File: src/rtl/tpu_pkg.sv
// tpu_pkg: shared accumulator geometry and drain engine state encoding
package tpu_pkg;
  localparam int ACC_DATA_W = 64;
  localparam int ACC_ADDR_W = 8;
  localparam int ACC_DEPTH = 256;
  typedef enum logic [2:0] {
    ST_IDLE,
    ST_SETUP,
    ST_ISSUE,
    ST_FLUSH,
    ST_DONE
  } drain_state_e;
endpackage

File: src/rtl/acc_drain_fifo.sv
// acc_drain_fifo: small synchronous FIFO with occupancy count and sync clear
module acc_drain_fifo #(
  parameter int W = 65,
  parameter int DEPTH = 4
) (
  input  logic                      clk,
  input  logic                      rst_n,
  input  logic                      clr,
  input  logic                      push,
  input  logic [W-1:0]              push_data,
  input  logic                      pop,
  output logic [W-1:0]              head,
  output logic                      valid,
  output logic [$clog2(DEPTH):0]    count
);
  localparam int AW = $clog2(DEPTH);
  logic [W-1:0] mem [DEPTH];
  logic [AW-1:0] wr_ptr, rd_ptr;
  assign valid = count != '0;
  assign head = valid ? mem[rd_ptr] : '0;
  // storage needs no reset: the head is masked whenever the FIFO is empty
  always_ff @(posedge clk)
    if (push && !clr) mem[wr_ptr] <= push_data;
  // pointers and occupancy; clear discards everything queued
  always_ff @(posedge clk or negedge rst_n)
    if (!rst_n) begin
      wr_ptr <= '0;
      rd_ptr <= '0;
      count <= '0;
    end else if (clr) begin
      wr_ptr <= '0;
      rd_ptr <= '0;
      count <= '0;
    end else begin
      if (push) wr_ptr <= wr_ptr + AW'(1);
      if (pop) rd_ptr <= rd_ptr + AW'(1);
      count <= count + ($clog2(DEPTH)+1)'(push) - ($clog2(DEPTH)+1)'(pop);
    end
endmodule

File: src/rtl/acc_drain.sv
// acc_drain: reads an address range of one accumulator buffer and streams it out over valid/ready
module acc_drain
  import tpu_pkg::*;
#(
  parameter int DATA_W = ACC_DATA_W,
  parameter int ADDR_W = ACC_ADDR_W,
  parameter int FIFO_DEPTH = 4
) (
  input  logic              clk,
  input  logic              rst_n,
  input  logic              start,
  input  logic [ADDR_W-1:0] base_addr,
  input  logic [ADDR_W:0]   count,
  input  logic              buf_sel,
  input  logic              abort,
  output logic              acc_buf_sel,
  output logic              acc_rd_en,
  output logic [ADDR_W-1:0] acc_rd_addr,
  input  logic [DATA_W-1:0] acc_rd_data,
  output logic              out_valid,
  output logic [DATA_W-1:0] out_data,
  output logic              out_last,
  input  logic              out_ready,
  output logic              busy,
  output logic              done
);
  localparam int CW = $clog2(FIFO_DEPTH) + 1;
  localparam logic [ADDR_W:0] REM_ONE = 1;
  drain_state_e state;
  logic [ADDR_W:0] remaining, rem_after;
  logic rd_v_q, rd_last_q, push, pop, fifo_valid, credit;
  logic [CW-1:0] fifo_cnt, fifo_nxt;
  logic [DATA_W:0] head;
  // an empty FIFO lets the returning datum go straight out; it is only queued if not taken
  assign push = rd_v_q & (fifo_valid | ~out_ready);
  assign pop = fifo_valid & out_ready;
  assign out_valid = fifo_valid | rd_v_q;
  assign out_data = fifo_valid ? head[DATA_W-1:0] : rd_v_q ? acc_rd_data : '0;
  assign out_last = fifo_valid ? head[DATA_W] : rd_v_q & rd_last_q;
  // next-cycle credit: occupancy then plus the read still returning then must leave a slot
  assign fifo_nxt = fifo_cnt + CW'(push) - CW'(pop);
  assign rem_after = remaining - (ADDR_W+1)'(acc_rd_en);
  assign credit = fifo_nxt + CW'(acc_rd_en) < CW'(FIFO_DEPTH);

  acc_drain_fifo #(.W(DATA_W + 1), .DEPTH(FIFO_DEPTH)) u_fifo (
    .clk       (clk),
    .rst_n     (rst_n),
    .clr       (abort),
    .push      (push),
    .push_data ({rd_last_q, acc_rd_data}),
    .pop       (pop),
    .head      (head),
    .valid     (fifo_valid),
    .count     (fifo_cnt)
  );

  // command FSM, address generator and read-return tracking, all outputs registered
  always_ff @(posedge clk or negedge rst_n)
    if (!rst_n) begin
      state <= ST_IDLE;
      acc_buf_sel <= 1'b0;
      acc_rd_en <= 1'b0;
      acc_rd_addr <= '0;
      remaining <= '0;
      rd_v_q <= 1'b0;
      rd_last_q <= 1'b0;
      busy <= 1'b0;
      done <= 1'b0;
    end else if (abort) begin
      state <= ST_IDLE;
      acc_rd_en <= 1'b0;
      rd_v_q <= 1'b0;
      rd_last_q <= 1'b0;
      busy <= 1'b0;
      done <= 1'b0;
    end else begin
      rd_v_q <= acc_rd_en;
      rd_last_q <= acc_rd_en && remaining == REM_ONE;
      done <= 1'b0;
      case (state)
        ST_IDLE: if (start) begin
          acc_buf_sel <= buf_sel;
          acc_rd_addr <= base_addr;
          remaining <= count;
          busy <= 1'b1;
          done <= count == '0;
          state <= count == '0 ? ST_DONE : ST_SETUP;
        end
        ST_SETUP: begin
          acc_rd_en <= 1'b1;
          state <= ST_ISSUE;
        end
        ST_ISSUE: begin
          if (acc_rd_en) acc_rd_addr <= acc_rd_addr + ADDR_W'(1);
          remaining <= rem_after;
          acc_rd_en <= rem_after != '0 && credit;
          if (rem_after == '0) state <= ST_FLUSH;
        end
        ST_FLUSH: if (!rd_v_q && fifo_cnt == '0) begin
          done <= 1'b1;
          state <= ST_DONE;
        end
        ST_DONE: begin
          busy <= 1'b0;
          state <= ST_IDLE;
        end
        default: state <= ST_IDLE;
      endcase
    end
endmodule

File: config.mk
export PLATFORM = sky130hd
export DESIGN_NAME = acc_drain
export DESIGN_NICKNAME = d
export VERILOG_FILES = /design/src/rtl/tpu_pkg.sv /design/src/rtl/acc_drain_fifo.sv /design/src/rtl/acc_drain.sv
export SDC_FILE = /design/constraint.sdc
export NUM_CORES = 1
export LEC_CHECK = 0
export ABC_AREA = 1
export CORE_UTILIZATION = 45
export CTS_CLUSTER_SIZE = 14
export DETAILED_ROUTE_END_ITERATION = 8
export PLACE_DENSITY = 0.76
export SETUP_SLACK_MARGIN = 0.5
export SYNTH_ARGS = -nofsm -noshare
export SYNTH_HDL_FRONTEND = slang
export SYNTH_SLANG_ARGS = --single-unit
File: constraint.sdc
create_clock -name clk -period 4.4 [get_ports clk]
set_input_delay 0.66 -clock clk [delete_from_list [all_inputs] [get_ports clk]]
set_output_delay 0.66 -clock clk [all_outputs]
set_load 0.05 [all_outputs]
# Word level (Yosys, flattened, before mapping)
# Memories as Yosys holds them, arrays and structs flattened.
# Index checks and enable logic that the tools add are counted.
# totals
wordCells	92
ram_bits	260
mem_count	1
regBits	33
output_inout_bits	78
latch_bits	0
rom_bits	0
# op_classes
mux	32
eq_ne	10
div	0
add_sub_neg	7
shifts	0
n_reduce_logical	22
multipliers	0
bitwise	7
magnitude_cmp	1
# memory_table
name	depth	width	rd	rd_clocked_by_memory_dff	wr	line_no	text
u_fifo.mem	4	65	1	0	1	acc_drain_fifo.sv:17	logic [W-1:0] mem [DEPTH];
# op_table
cell	n
$mux W64	2
$logic_not A9 Y1	2
$mux W3	6
$pmux W9 S2	1
$mux W8	2
$pmux W8 S2	1
$pmux W3 S4	1
$mux W1	11
$eq A9 B1 Y1 const B	1
$mux W9	1
$ne A3 B3 Y1 const B	3
$reduce_and A3 Y1	3
$reduce_bool A3 Y1	3
$reduce_bool A9 Y1	1
$sub A9 B1 Y9	1
$add A8 B1 Y8 const B	1
$mux W2	4
$add A3 B1 Y3	2
$eq A3 B2 Y1 const B	2
$logic_not A3 Y1	2
$pmux W1 S2	3
$reduce_bool A2 Y1	3
$add A2 B1 Y2 const B	2
$logic_and A1 B1 Y1	4
other kinds (11)	17

# Longest topological paths before layout
# Gate-level depths: netlist (run 1).
# logic_depth
word_depth	10
ltp_mapped	15
depth_no_buf	14

# Modules after synthesis
# A second synthesis (run 1) with hierarchy kept.
# hier_totals
cells_unflattened	1538
hier_area_um2	14184.9
# modules_own_cells
mod	seq_area_each_um2	area_per_inst_um2	cells_per_inst	instances
acc_drain_fifo	7982.7	11482.3	1079	1
acc_drain	650.6	2702.6	459	1

# Least setup slack after synthesis (run 1)
# OpenSTA, ideal clock, no wires.
# synth_timing
path_kind	input-to-reg
startpoint	in abort
endpoint	mem u_fifo.mem[0][0], enable pin
cell_stages	4
slack_ns	0.135
arrival_ns	3.776
setup_time_ns	0.488
required_time_ns	3.912
cell_sequence	buf_2 > inv_2 > nand2_1 > nor2_1
# synth_between
elab_chain_len	4
# synth_lines
item	line_no	text
start, declared	acc_drain.sv:15	input logic abort,
$logic_not A1 Y1	acc_drain_fifo.sv:23	if (push && !clr) mem[wr_ptr] <= push_data;
$logic_and A1 B1 Y1	acc_drain_fifo.sv:23	
$mux W1	acc_drain_fifo.sv:23	
$mux W1 (not written as such)	acc_drain_fifo.sv:23	
end, declared	acc_drain_fifo.sv:17	
# No other way between the ends.

# Worst setup path in the final report (run 1)
# layout_timing
startpoint	reg u_fifo.rd_ptr[0]
endpoint	out out_last
# layout_between
elab_chain_len	2
# layout_lines
item	line_no	text
start, declared	acc_drain_fifo.sv:18	logic [AW-1:0] wr_ptr, rd_ptr;
start signal, assigned	acc_drain_fifo.sv:36	if (pop) rd_ptr <= rd_ptr + AW'(1);
$mem_v2 Z4 W65	n/a	
$mux W1	acc_drain.sv:39	assign out_last = fifo_valid ? head[DATA_W] : rd_v_q & rd_last_q;
end, declared	acc_drain.sv:22	output logic out_last,
# No other way between the ends.

==> results of run 1 <==
path summary, 6_finish.rpt:
path | end | slack (ns) | cells past startpoint
setup / recovery | out_last | 0.62 | 6
hold / removal | acc_buf_sel | 0.51 | 1
setup reg to reg | acc_rd_en | 1.27 | 15
hold reg to reg | acc_buf_sel | 0.51 | 1
max in group asynchronous | u_fifo.rd_ptr[0] | 3.53 | 2
min in group asynchronous | busy | 0.52 | 2
metal layers:
| metal | routed length (µm) | GRT usage (%) |
|---|---|---|
| met1 | 12200 | 26.16 |
| met2 | 13680 | 34.15 |
| met3 | 1746 | 3.834 |
| met4 | 472 | 5.178 |
| met5 | 25 | 0 |
metrics by stage:
stage | setup WS, ns | hold WS, ns | cells
2_1_floorplan | 0.1353 | 0.3644 | 1048
3_3_place_gp | 0.9597 | 0.4822 | 1536
3_5_place_dp | 0.9540 | 0.4958 | 1536
4_1_cts | 0.5056 | 0.5145 | 1591
5_1_grt | 0.5042 | 0.5497 | 1591
6_report | 0.6167 | 0.5052 | 1591
what timing repair did:
item	4_1_cts	5_1_grt
hold buffers	0	0
resized for setup	1	2
setup buffers	1	0
endpoints found under the setup margin	10	28
layout make-up:
class | instances | area [µm²] | share of cell area (%)
tap | 372 | 465.4 | 3.000
clock buffer | 38 | 802.0 | 5.169
inverter | 34 | 136.4 | 0.8790
sequential | 293 | 8638 | 55.67
clock inverter | 16 | 155.1 | 0.9999
timing repair buffer | 187 | 1891 | 12.18
multi-input combinational | 651 | 3428 | 22.10
power breakdown:
| group | switching [mW] | internal (mW) |
|---|---|---|
| logic | 2.87 | 1.35 |
| registers | 0.167 | 3.19 |
| clock network | 1.00 | 1.46 |
state kept, by name (all words and copies together), names as in the netlist:
name           flops
acc_rd_addr        8
done               1
u_fifo.mem       260
remaining          9
u_fifo.rd_ptr      2
rd_last_q          1
state              3
u_fifo.count       3
acc_rd_en          1
acc_buf_sel        1
u_fifo.wr_ptr      2
busy               1
rd_v_q             1
kinds of logic after synthesis:
group | after synthesis | share of synthesized area (%)
AOI/OAI and AO/OA | 239 | 12.46
xor gates and xnor gates | 6 | 0.4215
adders and majority gates | 11 | 1.164
buffers and inverters | 104 | 3.502
DFF | 293 | 69.24
muxes | 1 | 0.09031
and+or+nand+nor | 394 | 13.12
layout by cell type, fill, tap and decap left out, types with 2 or more instances in the layout:
cell type	n
a21oi_1	69
a31oi_1	4
a32o_1	65
buf_12	6
buf_4	17
bufinv_16	3
clkbuf_1	7
clkbuf_16	31
clkdlybuf4s50_1	162
clkinv_1	6
clkinv_2	6
clkinv_4	2
dfrtp_1	31
edfxtp_1	260
ha_1	10
inv_1	22
inv_2	9
nand2_1	252
nand2_2	4
nand3_1	83
nand4_1	3
nor2_1	36
nor2_2	2
nor2_4	4
nor3_1	6
o211ai_1	5
o21ai_0	4
o21ai_1	84
o21ai_2	2
o22ai_1	6
xor2_1	5
==> results.py, run 1 <==
metrics = {
    "clocking": {
        "cts_root_buf": "clkbuf_16",
        "numCtsBuffers": 30,
        "htreeDepth": 1,
        "clock_latency_ns": 0.54,
        "path_clk_slew_ns": 0.06,
        "clock-sinks": 293,
        "clk_path_buf_depth": 3,
        "cts_tree": "done",
    },
    "yosys": {
        "synth.largest_area_cell": "edfxtp_1",
        "synth_most_common_cell": "edfxtp_1",
        "synthArstFlopShare_pct": 11.26,
        "synth_edf_count": 260,
        "ys_seq_area_share_pct": 69.24,
        "synth_top_area_share_pct": 62.62,
        "postSynthAreaPerCell_um2": 11.90,
        "syn-instance-count": 1048,
        "yosys_warnings": 0,
        "synth_area_leaders": "edfxtp_1 63%, nand2_1 7.6%, dfrtp_1 6.6%",
        "yosys_register_bits": 293,
        "synth_area_mm2": 0.01247,
        "synth_flop_cell": "edfxtp_1",
        "synthesis.nets": 1146,
        "synth_cell_type_count": 34,
        "synth_common_cells": "260 x edfxtp_1, 252 x nand2_1, 84 x o21ai_1",
    },
    "pwr": {
        "cellPowerDensity_mw_per_mm2": 646.9,
        "peakVddDrop_v": 0.0004136,
        "power_mw": 10.04,
        "p_leak_nw": 5.488,
    },
    "finish": {
        "drive_gt1_share_pct": 7.629,
        "nFillCells": 2183,
        "final_util_pct": 57.25,
        "fin_area_mm2": 0.01552,
        "antenna_cells": 0,
        "area_growth_pct": 24.45,
        "nets": 1295,
    },
    "timing": {
        "min_period_over_period_pct": 85.98,
        "tns_ns": 0,
        "worst_slew_pin_slew_ns": 0.8565,
        "slew_headroom_pct": 42.90,
        "clock_skew_ns": 0.01006,
        "fin_crit_ns": 3.783,
        "fmax_mhz": 264.3,
        "grt_setup_unrepaired": "no",
        "slew_viol_final": 0,
        "finalSetupViolations": 0,
        "finalHoldViolCount": 0,
    },
    "critical_path": {
        "crit_buf_inv": 3,
        "crit_start": "u_fifo.rd_ptr[0]",
        "criticalPathCategory": "flip-flop to output port",
        "critPathSlowestCell": "clkdlybuf4s50_1",
        "cp_slowest_stage_delay_ns": 0.87,
        "startpoint_type": "flip-flop",
        "crit_family": "buffers and inverters",
        "critical_path_arrival_ns": 3.12,
        "required_ns": 3.74,
        "cp-end-kind": "output port",
        "critPathMaxFanout": 33,
        "timing.rr.start": "u_fifo.count[1]",
        "path_cells": "inv_4 > buf_4 > nand2_1 > a32o_1 > o21ai_1 > clkdlybuf4s50_1",
    },
    "floorplanning": {
        "num_rows": 60,
        "die_h_um": 168.5,
        "io_pins": 165,
        "die_width_um": 168.5,
        "dieArea_mm2": 0.02838,
        "initial_core_util_pct": 46.01,
        "core_region_area_mm2": 0.02710,
    },
    "worst_hold_path": {
        "hold_path_class": "flip-flop to flip-flop",
        "min_from": "acc_buf_sel",
    },
    "place": {
        "gp_congestion": 0.7795,
        "placed_cell_area_mm2": 0.01454,
        "dpl.hpwl_um": 16770,
        "numPortBuffers": 164,
    },
    "route": {
        "drt_iter0_markers": 599,
        "antenna_left": 0,
        "drcViolationCount": 0,
        "detail_route.vias_per_cell": 5.418,
        "vias": 8620,
        "wl_per_cell_um": 17.67,
        "dr.pass1.iters": 5,
        "wl_um": 28120,
    },
    "global_route": {
        "grt_max_degree": 71,
        "antenna_found_initial": 2,
        "grt.total_usage_pct": 19.96,
        "grt_pass1_vias": 8559,
        "grt_pass1_wl_um": 44680,
        "gr-total-overflow": 0,
    },
    "run": {
        "maxCapViolCount": 0,
    },
    "run_status": {
        "status": "completed",
    },
}
(Power assumes the default switching activity.)
==> run 2: changes to the inputs <==
- ABC_AREA: 1 -> 0
==> results.py, run 2 <==
metrics = {
    "run_status": {
        "status": "completed",
    },
    "timing": {
        "slew_headroom_pct": 31.50,
        "worst_slew_pin_slew_ns": 1.028,
        "hold_ws_ns": 0.5172,
        "finalHoldViolCount": 0,
        "fin_crit_ns": 3.665,
        "slew_viol_final": 0,
        "finalSetupViolations": 0,
        "clock_skew_ns": 0.007981,
        "fmax_mhz": 272.8,
        "tns_ns": 0,
        "min_period_over_period_pct": 83.30,
        "grt_setup_unrepaired": "no",
    },
    "yosys": {
        "synth_fa_ha_area_share_pct": 1.182,
        "synth_compound_area_share_pct": 5.666,
        "synth_area_leaders": "edfxtp_1 64%, mux4_2 12%, dfrtp_1 6.7%",
        "synthSimpleGateAreaFrac_pct": 7.653,
        "synthesis.nets": 877,
        "synth_edf_count": 260,
        "syn-instance-count": 779,
        "synth_top_area_share_pct": 63.59,
        "synth.largest_area_cell": "edfxtp_1",
        "yosys_warnings": 0,
        "synth-xor-area-share_pct": 0.6828,
        "synth_most_common_cell": "edfxtp_1",
        "yosys_register_bits": 293,
        "synth_flop_cell": "edfxtp_1",
        "synth_area_mm2": 0.01228,
        "postSynthAreaPerCell_um2": 15.76,
        "ys_seq_area_share_pct": 70.31,
        "synth_common_cells": "260 x edfxtp_1, 138 x nand2_1, 83 x o21ai_0",
        "synthArstFlopShare_pct": 11.26,
        "synth_top_family_by_area": "multiplexers",
        "synth_cell_type_count": 53,
        "muxShareOfSynthArea_pct": 12.19,
    },
    "finish": {
        "fin_area_mm2": 0.01531,
        "layout.area.seq_mm2": 0.008642,
        "drive_gt1_share_pct": 15.06,
        "antenna_cells": 0,
        "top_regs": "u_fifo.mem: 260 flops, remaining: 9 flops, acc_rd_addr: 8 flops",
        "nets": 1037,
        "nFillCells": 2110,
        "area_growth_pct": 24.72,
        "top_register": "u_fifo.mem",
        "largest_reg_flops": 260,
        "final_common_cell": "edfxtp_1",
        "multi_input_area_mm2": 0.003376,
        "layout_common_cells": "260 x edfxtp_1, 164 x clkdlybuf4s50_1, 138 x nand2_1",
    },
    "pwr": {
        "cellPowerDensity_mw_per_mm2": 659.3,
        "p_leak_nw": 4.991,
        "peakVddDrop_v": 0.0005677,
        "power_mw": 10.10,
    },
    "place": {
        "dpl.hpwl_um": 14680,
        "placed_cell_area_mm2": 0.01427,
        "numPortBuffers": 164,
        "gp_congestion": 0.7607,
    },
    "floorplanning": {
        "die_width_um": 167.2,
        "die_h_um": 167.2,
        "io_pins": 165,
        "core_region_area_mm2": 0.02688,
        "dieArea_mm2": 0.02795,
        "initial_core_util_pct": 45.68,
        "num_rows": 60,
    },
    "route": {
        "drt_iter0_markers": 497,
        "vias": 7124,
        "dr.pass1.iters": 5,
        "wl_per_cell_um": 19.23,
        "antenna_left": 0,
        "detail_route.vias_per_cell": 5.463,
        "drcViolationCount": 0,
        "wl_um": 25080,
    },
    "clocking": {
        "numCtsBuffers": 30,
        "clock_latency_ns": 0.54,
        "path_clk_slew_ns": 0.06,
        "clk_path_buf_depth": 3,
        "htreeDepth": 1,
        "cts_tree": "done",
        "clock-sinks": 293,
        "cts_root_buf": "clkbuf_16",
        "holdBufCountCts": 0,
    },
    "critical_path": {
        "cp-end-kind": "output port",
        "critPathMaxFanout": 62,
        "critical_path_arrival_ns": 3.01,
        "criticalPathCategory": "flip-flop to output port",
        "required_ns": 3.74,
        "reg2reg_slack_ns": 1.32,
        "startpoint_type": "flip-flop",
    },
    "run": {
        "maxCapViolCount": 0,
    },
    "worst_hold_path": {
        "hold_path_class": "primary input to asynchronous set/reset pin",
    },
    "global_route": {
        "grt_pass1_wl_um": 39760,
        "grt.total_usage_pct": 18.05,
        "gr-total-overflow": 0,
        "grt_max_degree": 66,
        "grt_pass1_vias": 7354,
        "antenna_found_initial": 1,
    },
}
==> run 2: cell count changes in the layout (fill, tap and decap cells not counted), sizes merged, moves of 8 or more <==
cell,previous run,this run
mux4,0,65
buf,23,14
inv,33,12
nand2,256,138
and2,0,8
nor2,42,25
a21oi,69,15
a32o,65,0
nand3,83,8
==> run 2: logic make-up after synthesis <==
logic type                 count (synthesis)
muxes                                     68
DFF                                      293
AOI/OAI and AO/OA                        126
xor gates and xnor gates                   8
adders and majority gates                 11
buffers and inverters                     61
and+or+nand+nor                          212
==> run 2: worst paths after layout <==
check,startpoint,endpoint,depth (start not counted)
min in group clk,acc_buf_sel,acc_buf_sel,1
setup / recovery,u_fifo.count[1],out_data[4],4
max in group asynchronous,rst_n,u_fifo.rd_ptr[0],2
setup reg to reg,u_fifo.count[1],acc_rd_en,11
hold / removal,rst_n,acc_buf_sel,2
hold reg to reg,acc_buf_sel,acc_buf_sel,1
==> run 2: area by class of cell <==
cell class,instances,share of cell area [%]
Clock buffer,39,5.393
Clock inverter,17,1.128
Inverter,11,0.2696
Multi-Input combinational cell,425,22.04
Sequential cell,293,56.43
Tap cell,341,2.786
Timing Repair Buffer,178,11.95
==> run 2: per-layer routing <==
metal	vias up	GRT usage, %	part of all wire, %
li1	3308	-	-
met3	38	3.782	6.9
met5	-	0	0.052
met2	242	29.65	48
met4	2	4.747	1.7
met1	3534	24.68	44
==> run 2: power by group <==
part | leakage, nW | internal, mW | total (mW) | switching (mW)
sequential | 2.75 | 3.17 | 3.35 | 0.181
clock | 0.481 | 1.50 | 2.53 | 1.03
combinational | 1.76 | 1.52 | 4.21 | 2.70
total | 4.99 | 6.18 | 10.1 | 3.91
==> run 2: worst max-delay path: stages, from the launching register on <==
cell and delay [ns]:
dfrtp_1 0.41, or3_4 0.62, buf_12 0.28, o21ai_0 0.27, clkdlybuf4s50_1 0.86
==> run 2: what timing repair did <==
action | 4_1_cts | 5_1_grt
buffers inserted | 0 | 2
gates resized for setup | 0 | 0
setup endpoints to repair | 0 | 1
==> run 2: stage by stage <==
step                      util, %  instances  worst slack, ns
final                       56.98       1304           0.7348
after global routing        56.98       1304           0.5889
after CTS                   56.80       1302           0.5381
after detailed placement    53.09       1246            1.144
after global placement      53.09       1246            1.192
after floorplan                 -        779            1.429
==> RTL change, RTL diff (settings of run 1) <==
Change the parameter `FIFO_DEPTH` from 4 to 8.
--- a/src/rtl/acc_drain.sv
+++ b/src/rtl/acc_drain.sv
@@ -6,3 +6,3 @@
   parameter int ADDR_W = ACC_ADDR_W,
-  parameter int FIFO_DEPTH = 4
+  parameter int FIFO_DEPTH = 8
 ) (
Function: no difference found for any inputs over 4 cycles, from zero or initial values and one cycle with rst_n low; that may be too few to reach the edited logic, so the function may still have changed.
==> RTL change against run 1 <==
- synthesized cell count is 57% higher
- wire length is 83% higher
- power is 62% higher
- worst setup slack better by 0.12 ns
- design area is 72% higher
- area after synthesis is 84% higher
- sequential cell count is 263 higher
- clock power is 71% higher
- critical endpoint is now out_data[17]
- largest cell class unchanged
- highest routed layer unchanged
==> RTL change: results (changes against run 1) <==
- Synth area leaders: edfxtp_1 68%, mux2i_1 5.7%, o221ai_1 5.0%
- Slowest stage cell, crit path: dfrtp_4
- Non-Filler Instances: 2,487 (+56%)
- Dpl ws: 1.196 ns (+0.2419 ns)
- VDD IR-drop max: 410.2 µV (-0.84%)
- Global-route met1 utilization: 26.43% (+0.27 points)
- Cells after Synth: 1,644 (+57%)
- Nets@finish: 1,878 (+45%)
- DR vias/cell: 5.711 (+5.4%)
- Clk Latency, worst-skew pair: 0.59 ns (+0.05 ns)
- Placed cells: 2,395 (+56%)
- Cell Area, Placed: 25,040 µm² (+72%)
- Post-synth EDFFs: 520 (+100%)
- Outcome: finished clean
- RR Endpoint: u_fifo.mem[6][19]
- Vias in the first global route: 14.20k (+66%)
- Met3 Routed Length: 3587 µm (+110%)
- CTS resizes: 0 (-1)
- Setup Buffers After CTS: 0 (-1)
- Worst slew pin tran: 0.9131 ns (+0.05663 ns)
- Flop-to-flop setup slack: 1.55 ns (+0.28 ns)
- Switching portion of total power: 38.52% (-1.7 points)
- Post-synth cell types: 39 (+15%)
- Crit Path Max Fanout: 92 (+180%)
- DR WL/cell: 20.68 µm (+17%)
-- RTL change: cells by family (layout without fill, tap and decap cells) --
family / count (synthesis) / after routing / synth area share [%]
buf+inv: 156 / 327 / 3.535
flops: 556 / 556 / 72.02
compound gates: 314 / 314 / 9.177
simple gates: 470 / 470 / 8.680
fa+ha+maj: 12 / 12 / 0.6874
xor+xnor: 6 / 6 / 0.2291
mux: 130 / 130 / 5.674
-- RTL change: layout make-up --
| cell class | count | area (µm²) |
|---|---|---|
| fillers | 4031 | 23550 |
| clock inverters | 29 | 172.7 |
| multi-input cells | 932 | 5679 |
| flip-flops and latches | 556 | 16530 |
| well taps | 672 | 840.8 |
| repair buffers | 193 | 1834 |
| clock buffers | 63 | 1406 |
| inverters | 42 | 160.2 |
-- RTL change: worst reg2reg max path, cell delays in order, from the launching register on --
cell and delay [ns]:
dfrtp_1 0.32, inv_1 0.05, ha_1 0.22, nand3_4 0.26
o21ai_0 0.18, nor2_1 0.22, nand2_1 0.29, nor2_4 0.57
buf_4 0.40
